--- src/rtl/axis_frame_monitor_if.sv ---
// axis_frame_monitor_if: AXI4-Stream video bus between pixel source and frame monitor.
interface axis_frame_monitor_if #(
    parameter int DATA_W = 32
);
    logic [DATA_W-1:0]   tdata;
    logic [DATA_W/8-1:0] tkeep;
    logic                tlast;
    logic                tuser;
    logic                tvalid;
    logic                tready;

    modport master (output tdata, tkeep, tlast, tuser, tvalid, input tready);
    modport slave  (input tdata, tkeep, tlast, tuser, tvalid, output tready);
endinterface

--- src/rtl/axis_frame_monitor.sv ---
// axis_frame_monitor: AXI4-Stream video sink checking SOF/EOL framing with backpressure and timeout counters.
// Optional AXIS_FRAME_MON_CHECKSUM_EN adds a per-frame tdata sum on frame_checksum.
module axis_frame_monitor #(
    parameter int          X_SIZE    = 480,
    parameter int          Y_SIZE    = 480,
    parameter int          DATA_W    = 32,
    parameter int          TIMEOUT   = 1000,
    parameter logic [32:0] PRBS_SEED = 33'h04A4C_B2CA
) (
    input  logic                in_stream_aclk,
    input  logic                periph_resetn,
    axis_frame_monitor_if.slave in_stream,
    input  logic [1:0]          ready_mode,
    output logic [15:0]         x_pos,
    output logic [15:0]         y_pos,
    output logic                locked,
    output logic [15:0]         frame_count,
    output logic [15:0]         sof_err_count,
    output logic [15:0]         eol_err_count,
    output logic [15:0]         timeout_count,
    output logic                err_pulse,
    output logic                frame_done,
    output logic [DATA_W-1:0]   frame_checksum
);
    localparam int TW = $clog2(TIMEOUT + 1);

    typedef enum logic {HUNT, ACTIVE} state_t;

    state_t        state, state_n;
    logic          tready_r, ready_n;
    logic [32:0]   prbs;
    logic [TW-1:0] to_cnt;
    logic          beat, proc, sof_exp, last_word, last_line, line_end;
    logic          sof_err, eol_err, frame_start, done, to_hit;
    logic [15:0]   xa, ya, x_n, y_n;
    logic          unused_in;

    assign in_stream.tready = tready_r;
    assign unused_in = ^{in_stream.tkeep, in_stream.tdata};

    function automatic logic [15:0] sat_inc(input logic [15:0] v, input logic en);
        return (en && v != 16'hFFFF) ? v + 16'd1 : v;
    endfunction

    always_ff @(posedge in_stream_aclk or negedge periph_resetn) begin
        if (!periph_resetn) state <= HUNT;
        else                state <= state_n;
    end

    // HUNT keeps x/y at 0, so the SOF beat that locks is treated as word 0 of line 0
    always_comb begin
        beat        = in_stream.tvalid & tready_r;
        proc        = beat & (state == ACTIVE | in_stream.tuser);
        sof_exp     = x_pos == 16'd0 && y_pos == 16'd0;
        xa          = in_stream.tuser ? 16'd0 : x_pos;
        ya          = in_stream.tuser ? 16'd0 : y_pos;
        last_word   = xa == 16'(X_SIZE - 1);
        last_line   = ya == 16'(Y_SIZE - 1);
        line_end    = last_word | in_stream.tlast;
        sof_err     = proc & (sof_exp ^ in_stream.tuser);
        eol_err     = proc & (last_word ^ in_stream.tlast);
        frame_start = proc & in_stream.tuser;
        done        = proc & line_end & last_line;
        x_n         = !proc ? x_pos : line_end ? 16'd0 : xa + 16'd1;
        y_n         = !proc ? y_pos : !line_end ? ya : last_line ? 16'd0 : ya + 16'd1;
        state_n     = proc ? ACTIVE : state;
        to_hit      = ~in_stream.tvalid & (to_cnt == TW'(TIMEOUT - 1));
        ready_n     = ready_mode == 2'd0 ? 1'b1 :
                      ready_mode == 2'd1 ? prbs[32] :
                      ready_mode == 2'd2 ? in_stream.tvalid & ~tready_r : 1'b0;
    end

    always_ff @(posedge in_stream_aclk or negedge periph_resetn) begin
        if (!periph_resetn) begin
            x_pos         <= '0;
            y_pos         <= '0;
            locked        <= 1'b0;
            frame_count   <= '0;
            sof_err_count <= '0;
            eol_err_count <= '0;
            timeout_count <= '0;
            err_pulse     <= 1'b0;
            frame_done    <= 1'b0;
            tready_r      <= 1'b0;
            prbs          <= PRBS_SEED;
            to_cnt        <= '0;
        end else begin
            x_pos         <= x_n;
            y_pos         <= y_n;
            locked        <= locked | frame_start;
            frame_count   <= frame_count + 16'(frame_start);
            sof_err_count <= sat_inc(sof_err_count, sof_err);
            eol_err_count <= sat_inc(eol_err_count, eol_err);
            timeout_count <= sat_inc(timeout_count, to_hit);
            err_pulse     <= sof_err | eol_err | to_hit;
            frame_done    <= done;
            tready_r      <= ready_n;
            prbs          <= ready_mode == 2'd1 ? {prbs[31:0], prbs[32] ^ ~prbs[19]} : prbs;
            to_cnt        <= (in_stream.tvalid | to_hit) ? '0 : to_cnt + 1'b1;
        end
    end

`ifdef AXIS_FRAME_MON_CHECKSUM_EN
    logic [DATA_W-1:0] acc, acc_n;

    assign acc_n = (frame_start ? '0 : acc) + in_stream.tdata;

    always_ff @(posedge in_stream_aclk or negedge periph_resetn) begin
        if (!periph_resetn) begin
            acc            <= '0;
            frame_checksum <= '0;
        end else begin
            if (proc) acc <= acc_n;
            if (done) frame_checksum <= acc_n;
        end
    end
`else
    assign frame_checksum = '0;
`endif
endmodule

--- src/flat_wrapper.sv ---
// flat-port wrapper written by rule: the top's interface ports become plain ports
module axis_frame_monitor_flat 
#(
    parameter int          X_SIZE    = 480,
    parameter int          Y_SIZE    = 480,
    parameter int          DATA_W    = 32,
    parameter int          TIMEOUT   = 1000,
    parameter logic [32:0] PRBS_SEED = 33'h04A4C_B2CA
)
  (in_stream_aclk, periph_resetn, ready_mode, x_pos, y_pos, locked, frame_count, sof_err_count, eol_err_count, timeout_count, err_pulse, frame_done, frame_checksum, in_stream_tdata, in_stream_tkeep, in_stream_tlast, in_stream_tuser, in_stream_tvalid, in_stream_tready);
  axis_frame_monitor_if #(.DATA_W(DATA_W)) in_stream_i ();
  input  logic in_stream_aclk;
  input  logic periph_resetn;
  input  logic [1:0] ready_mode;
  output logic [15:0] x_pos;
  output logic [15:0] y_pos;
  output logic locked;
  output logic [15:0] frame_count;
  output logic [15:0] sof_err_count;
  output logic [15:0] eol_err_count;
  output logic [15:0] timeout_count;
  output logic err_pulse;
  output logic frame_done;
  output logic [DATA_W-1:0] frame_checksum;
  input wire logic [$bits(in_stream_i.tdata)-1:0] in_stream_tdata;
  input wire logic [$bits(in_stream_i.tkeep)-1:0] in_stream_tkeep;
  input wire logic [$bits(in_stream_i.tlast)-1:0] in_stream_tlast;
  input wire logic [$bits(in_stream_i.tuser)-1:0] in_stream_tuser;
  input wire logic [$bits(in_stream_i.tvalid)-1:0] in_stream_tvalid;
  output wire logic [$bits(in_stream_i.tready)-1:0] in_stream_tready;
  assign in_stream_i.tdata = in_stream_tdata;
  assign in_stream_i.tkeep = in_stream_tkeep;
  assign in_stream_i.tlast = in_stream_tlast;
  assign in_stream_i.tuser = in_stream_tuser;
  assign in_stream_i.tvalid = in_stream_tvalid;
  assign in_stream_tready = in_stream_i.tready;
  axis_frame_monitor #(.X_SIZE(X_SIZE), .Y_SIZE(Y_SIZE), .DATA_W(DATA_W), .TIMEOUT(TIMEOUT), .PRBS_SEED(PRBS_SEED)) u_core (.in_stream_aclk(in_stream_aclk), .periph_resetn(periph_resetn), .in_stream(in_stream_i), .ready_mode(ready_mode), .x_pos(x_pos), .y_pos(y_pos), .locked(locked), .frame_count(frame_count), .sof_err_count(sof_err_count), .eol_err_count(eol_err_count), .timeout_count(timeout_count), .err_pulse(err_pulse), .frame_done(frame_done), .frame_checksum(frame_checksum));
endmodule
--- config.mk ---
export PLATFORM = sky130hd
export DESIGN_NAME = axis_frame_monitor_flat
export DESIGN_NICKNAME = d
export VERILOG_FILES = /design/src/rtl/axis_frame_monitor_if.sv /design/src/rtl/axis_frame_monitor.sv /design/src/flat_wrapper.sv
export SDC_FILE = /design/constraint.sdc
export NUM_CORES = 1
export LEC_CHECK = 0
export ABC_CLOCK_PERIOD_IN_PS = 3700
export BUFFER_PORTS_ARGS = -buffer_cell sky130_fd_sc_hd__buf_2
export CORE_UTILIZATION = 50
export DETAILED_ROUTE_END_ITERATION = 8
export GPL_ROUTABILITY_DRIVEN = 0
export PLACE_DENSITY = 0.8
export SYNTH_ARGS = -nofsm -noshare
export SYNTH_HDL_FRONTEND = slang
export SYNTH_SLANG_ARGS = --single-unit
export TNS_END_PERCENT = 1
--- constraint.sdc ---
create_clock -name in_stream_aclk -period 3.7 [get_ports in_stream_aclk]
set_input_delay 0.37 -clock in_stream_aclk [delete_from_list [all_inputs] [get_ports in_stream_aclk]]
set_output_delay 0.37 -clock in_stream_aclk [all_outputs]
set_load 0.005 [all_outputs]
# == Word level (Yosys, flattened, before mapping) ==
# Index checks and enable logic that the tools add are counted.
# word_totals
reg_bits,144
inputBits,43
out_inout_bits,132
word_cells,65
# classes
addsub,7
eq_ne,8
mux,9
bitwise,21
reduce_logical,7
# ops
cell,n
16-bit by 1-bit adder with 16-bit output (second input constant),5
16-bit two-way mux,5
16-bit != test (second input constant),3
16-bit by 9-bit == test with 1-bit output (second input constant),2
16-bit logical NOT,2
16-bit by 1-bit adder with 16-bit output,1
10-bit by 1-bit adder with 10-bit output (second input constant),1
10-bit == test (second input constant),1
10-bit two-way mux,1
1-bit AND,9
1-bit bitwise OR,6
1-bit logical AND,4
1-bit two-way mux,3
1-bit inverter,3
1-bit bitwise XOR,3
2-bit by 1-bit == test with 1-bit output (second input constant),1
2-bit == test (second input constant),1
2-bit logical NOT,1

# == Depth between registers and ports, before layout ==
# depth
ltp_word,6
mapped_depth,14

# == Worst setup path after synthesis ==
# No wires, ideal clock.
# synth_path
kind,reg-to-reg
from,reg u_core.x_pos[10]
to,reg u_core.y_pos[13]
setup_time_ns,0.126
t_arrival_ns,2.793
t_required_ns,3.574
slack_ns,0.781
path_stages_with_launch,10
synth_period_minus_slack_ns,2.919
cell_sequence,dfrtp_1 or4_1 nor4_1 nand4b_1 ha_1 clkbuf_1 nor3_1 and3_1 nand3_1 a221o_1
# synth_via
elab_chain_cells,4
# synth_lines
element,line_no,text
"start, declared",axis_frame_monitor.sv:14,"output logic [15:0] x_pos,"
"start signal, assigned",axis_frame_monitor.sv:88,x_pos <= x_n;
16-bit two-way mux,axis_frame_monitor.sv:55,xa = in_stream.tuser ? 16'd0 : x_pos;
16-bit by 9-bit == test with 1-bit output,axis_frame_monitor.sv:57,last_word = xa == 16'(X_SIZE - 1);
1-bit bitwise OR,axis_frame_monitor.sv:59,line_end = last_word | in_stream.tlast;
16-bit two-way mux,axis_frame_monitor.sv:65,y_n = !proc ? y_pos : !line_end ? ya : last_line ? 16'd0 : ya + 16'd1;
"end signal, assigned",axis_frame_monitor.sv:89,y_pos <= y_n;
"end, declared",axis_frame_monitor.sv:15,"output logic [15:0] y_pos,"
# No other way between the ends.
# A chain may end at the register's enable or synchronous reset.

# == Worst setup path after layout ==
# layout_path
from,reg u_core.x_pos[10]
to,reg u_core.y_pos[12]
# The elaborated chain is that of the path after synthesis.

==> flow_summary.ini <==
[final_layout]
num_antenna_cells = 0
syn_to_final_growth_pct = 17.2
fin_nets = 816
final_cell_mix = 130 x dfrtp_1, 105 x buf_2, 54 x nand2_1
fin_area_um2 = 8090
drive_gt1_share_pct = 25.5
final_util_pct = 60.6
final_common_cell = dfrtp_1

[drt]
drc = 0
vias = 5066
post_drt_wl_per_cell_um = 14.2
detail-route-antenna-nets = 0
drtIter0Drc = 266
drtPass1Iterations = 4
viasPerCell = 5.32
wirelength_mm = 13.5

[global_route]
grt_pass1_wl_mm = 22.7
antenna_found_initial = 0
grt_util_all_layers_pct = 19.9
grt_pass1_vias = 4702
grt_overflow = 0
grt_max_degree = 88

[clock_tree]
numCtsBuffers = 17
cts.sinks = 144
ctsResizeCount = 0
clkTransAtPathRegs_ns = 0.06
cts_setup_buffers = 0
insertion_delay_ns = 0.40
cts.path.max_buffers = 2
cts_hold_buf = 0
h-tree-depth = 4
clockRootBuffer = clkbuf_16
cts_tree = built

[power_and_ir_drop]
p_comb_share_pct = 10.5
irDropWorstVdd_uv = 250
seqPwrFrac_pct = 48.0
p_leak_nw = 3.89
netSwitchingFraction_pct = 24.9
p_int_mw = 2.92
powerDensity_nw_per_um2 = 480
switchingPower_mw = 0.967
total_power_mw = 3.89
power_frac_clock_pct = 41.5

[logic_synthesis]
ys_types = 50
syn_area_um2 = 6900
ys_seq_elements = 144
yosys_warnings = 0
synth_ff_type = dfrtp_1
async_flop_share_pct = 100
avgSynthCellArea_um2 = 10.6
ys_seq_area_share_pct = 52.5
synth-edff-count = 0
syn_inst = 654

[timing]
drv_slew = 0
fin_ws_ns = 0.603
max_freq_mhz = 323
max_slew.worst_pin.slew_ns = 0.991
rsz0062_at_grt = false
setup_viol = 0
hold_violations = 0
fin_crit_ns = 3.10
maxSlewHeadroom_pct = 33.4
tns_ns = 0
fin_crit_sh_pct = 83.7
clock_skew_ns = 0.00733

[die]
io_pins = 175
rows = 42
die_y_um = 119
die_x_um = 119
die_area_um2 = 14300
start_util_pct = 51.7
core-area_um2 = 13300

[setup_path]
cp.required_ns = 4.03
crit-reg2reg-capture = u_core.y_pos[12]
rr_worst_depth = 10
cp-end-kind = flop
rrSetupSlack_ns = 0.60
path_class = reg -> reg
arrival_ns = 3.42
cp-start-kind = flop
timing.rr.start = u_core.x_pos[10]
cp_max_fo = 10

[run_status]
status = complete, no violations

[run]
cap_violations = 0

[worst_hold_path]
hold_class = in -> async

[placement]
hpwl_mm = 9.24
port_buffers = 106
dpl_worst_slack_ns = 0.637
post_dp_cell_area_um2 = 7520
[how the worst max path moves through the flow]
stage / depth (start not counted) / endpoint / startpoint / slack (ns)
after CTS: 10 / u_core.y_pos[12] / u_core.x_pos[10] / 0.60
after global placement: 10 / u_core.y_pos[12] / u_core.x_pos[10] / 0.70
after global routing: 10 / u_core.y_pos[14] / u_core.x_pos[10] / 0.35
final: 10 / u_core.y_pos[12] / u_core.x_pos[10] / 0.60
after detailed placement: 10 / u_core.y_pos[12] / u_core.x_pos[10] / 0.64
after floorplan: 9 / u_core.y_pos[13] / u_core.x_pos[10] / 0.78
[cell usage after synthesis, types with 17 or more instances]
cell type / count / area share, %
dfrtp_1: 130 / 47
nand2_1: 54 / 2.9
nand3_1: 46 / 3.3
xnor2_1: 43 / 5.5
o21ai_0: 41 / 3.0
nor2_1: 35 / 1.9
mux2_2: 34 / 5.5
buf_4: 32 / 3.5
xor2_1: 22 / 2.8
nand4_1: 21 / 1.9
clkbuf_1: 18 / 0.98
inv_1: 17 / 0.92
[cells by family after synthesis]
family	after synthesis	synth area share, %
AOI/OAI and AO/OA	91	8.27
xor gates and xnor gates	65	8.25
adders and majority gates	9	1.63
buffers and inverters	71	5.71
DFF	144	52.5
muxes	37	6.00
other	1	0.0543
and+or+nand+nor	236	17.6
[registers in the layout, indices dropped and copies added, names as in the netlist]
name	count
u_core.prbs	33
u_core.timeout_count	16
u_core.state	1
u_core.x_pos	16
u_core.err_pulse	1
u_core.y_pos	16
u_core.sof_err_count	16
u_core.in_stream.tready	1
u_core.to_cnt	10
u_core.locked	1
u_core.eol_err_count	16
u_core.frame_count	16
u_core.frame_done	1
[area by class of cell]
class	instances	area, µm²
fill	1131	5260
sequential	144	3620
multi-input combinational	470	3000
timing repair buffer	114	609
clock buffer	23	488
tap	176	220
clock inverter	9	82.6
inverter	17	63.8
[metrics by stage]
stage / hold slack (ns) / cells
2_1_floorplan: 0.0744 / 685
6_report: 0.0340 / 953
3_3_place_gp: 0.447 / 921
4_1_cts: 0.0602 / 953
5_1_grt: 0.0737 / 953
3_5_place_dp: 0.453 / 921
[power by group through the flow]
stage               clock network (mW)  registers [mW]  logic [mW]
CTS                               1.66            1.87       0.414
global placement                     0            1.89       0.403
floorplan                            0            1.87       0.268
global route                      1.73            1.88       0.458
finish                            1.61            1.87       0.406
detailed placement                   0            1.89       0.413
[routing by layer]
metal,share of wire (%),up-vias,GRT usage [%]
li1,-,2462,-
met1,46,2462,26.8
met2,48,129,31.3
met3,5.5,13,5.12
met4,1.4,0,6.80
met5,0,-,0
[critical path, stage by stage, from the launching register on]
cell and delay [ns]:
dfrtp_1 0.46, or4_1 0.58, nor4_1 0.25, nand4b_1 0.13
ha_1 0.33, nor2b_1 0.19, nor2b_1 0.51, nand4_1 0.19
nor3_1 0.16, a21oi_1 0.05, o21ai_0 0.14
Note: power is estimated with default switching activity, not from simulation.
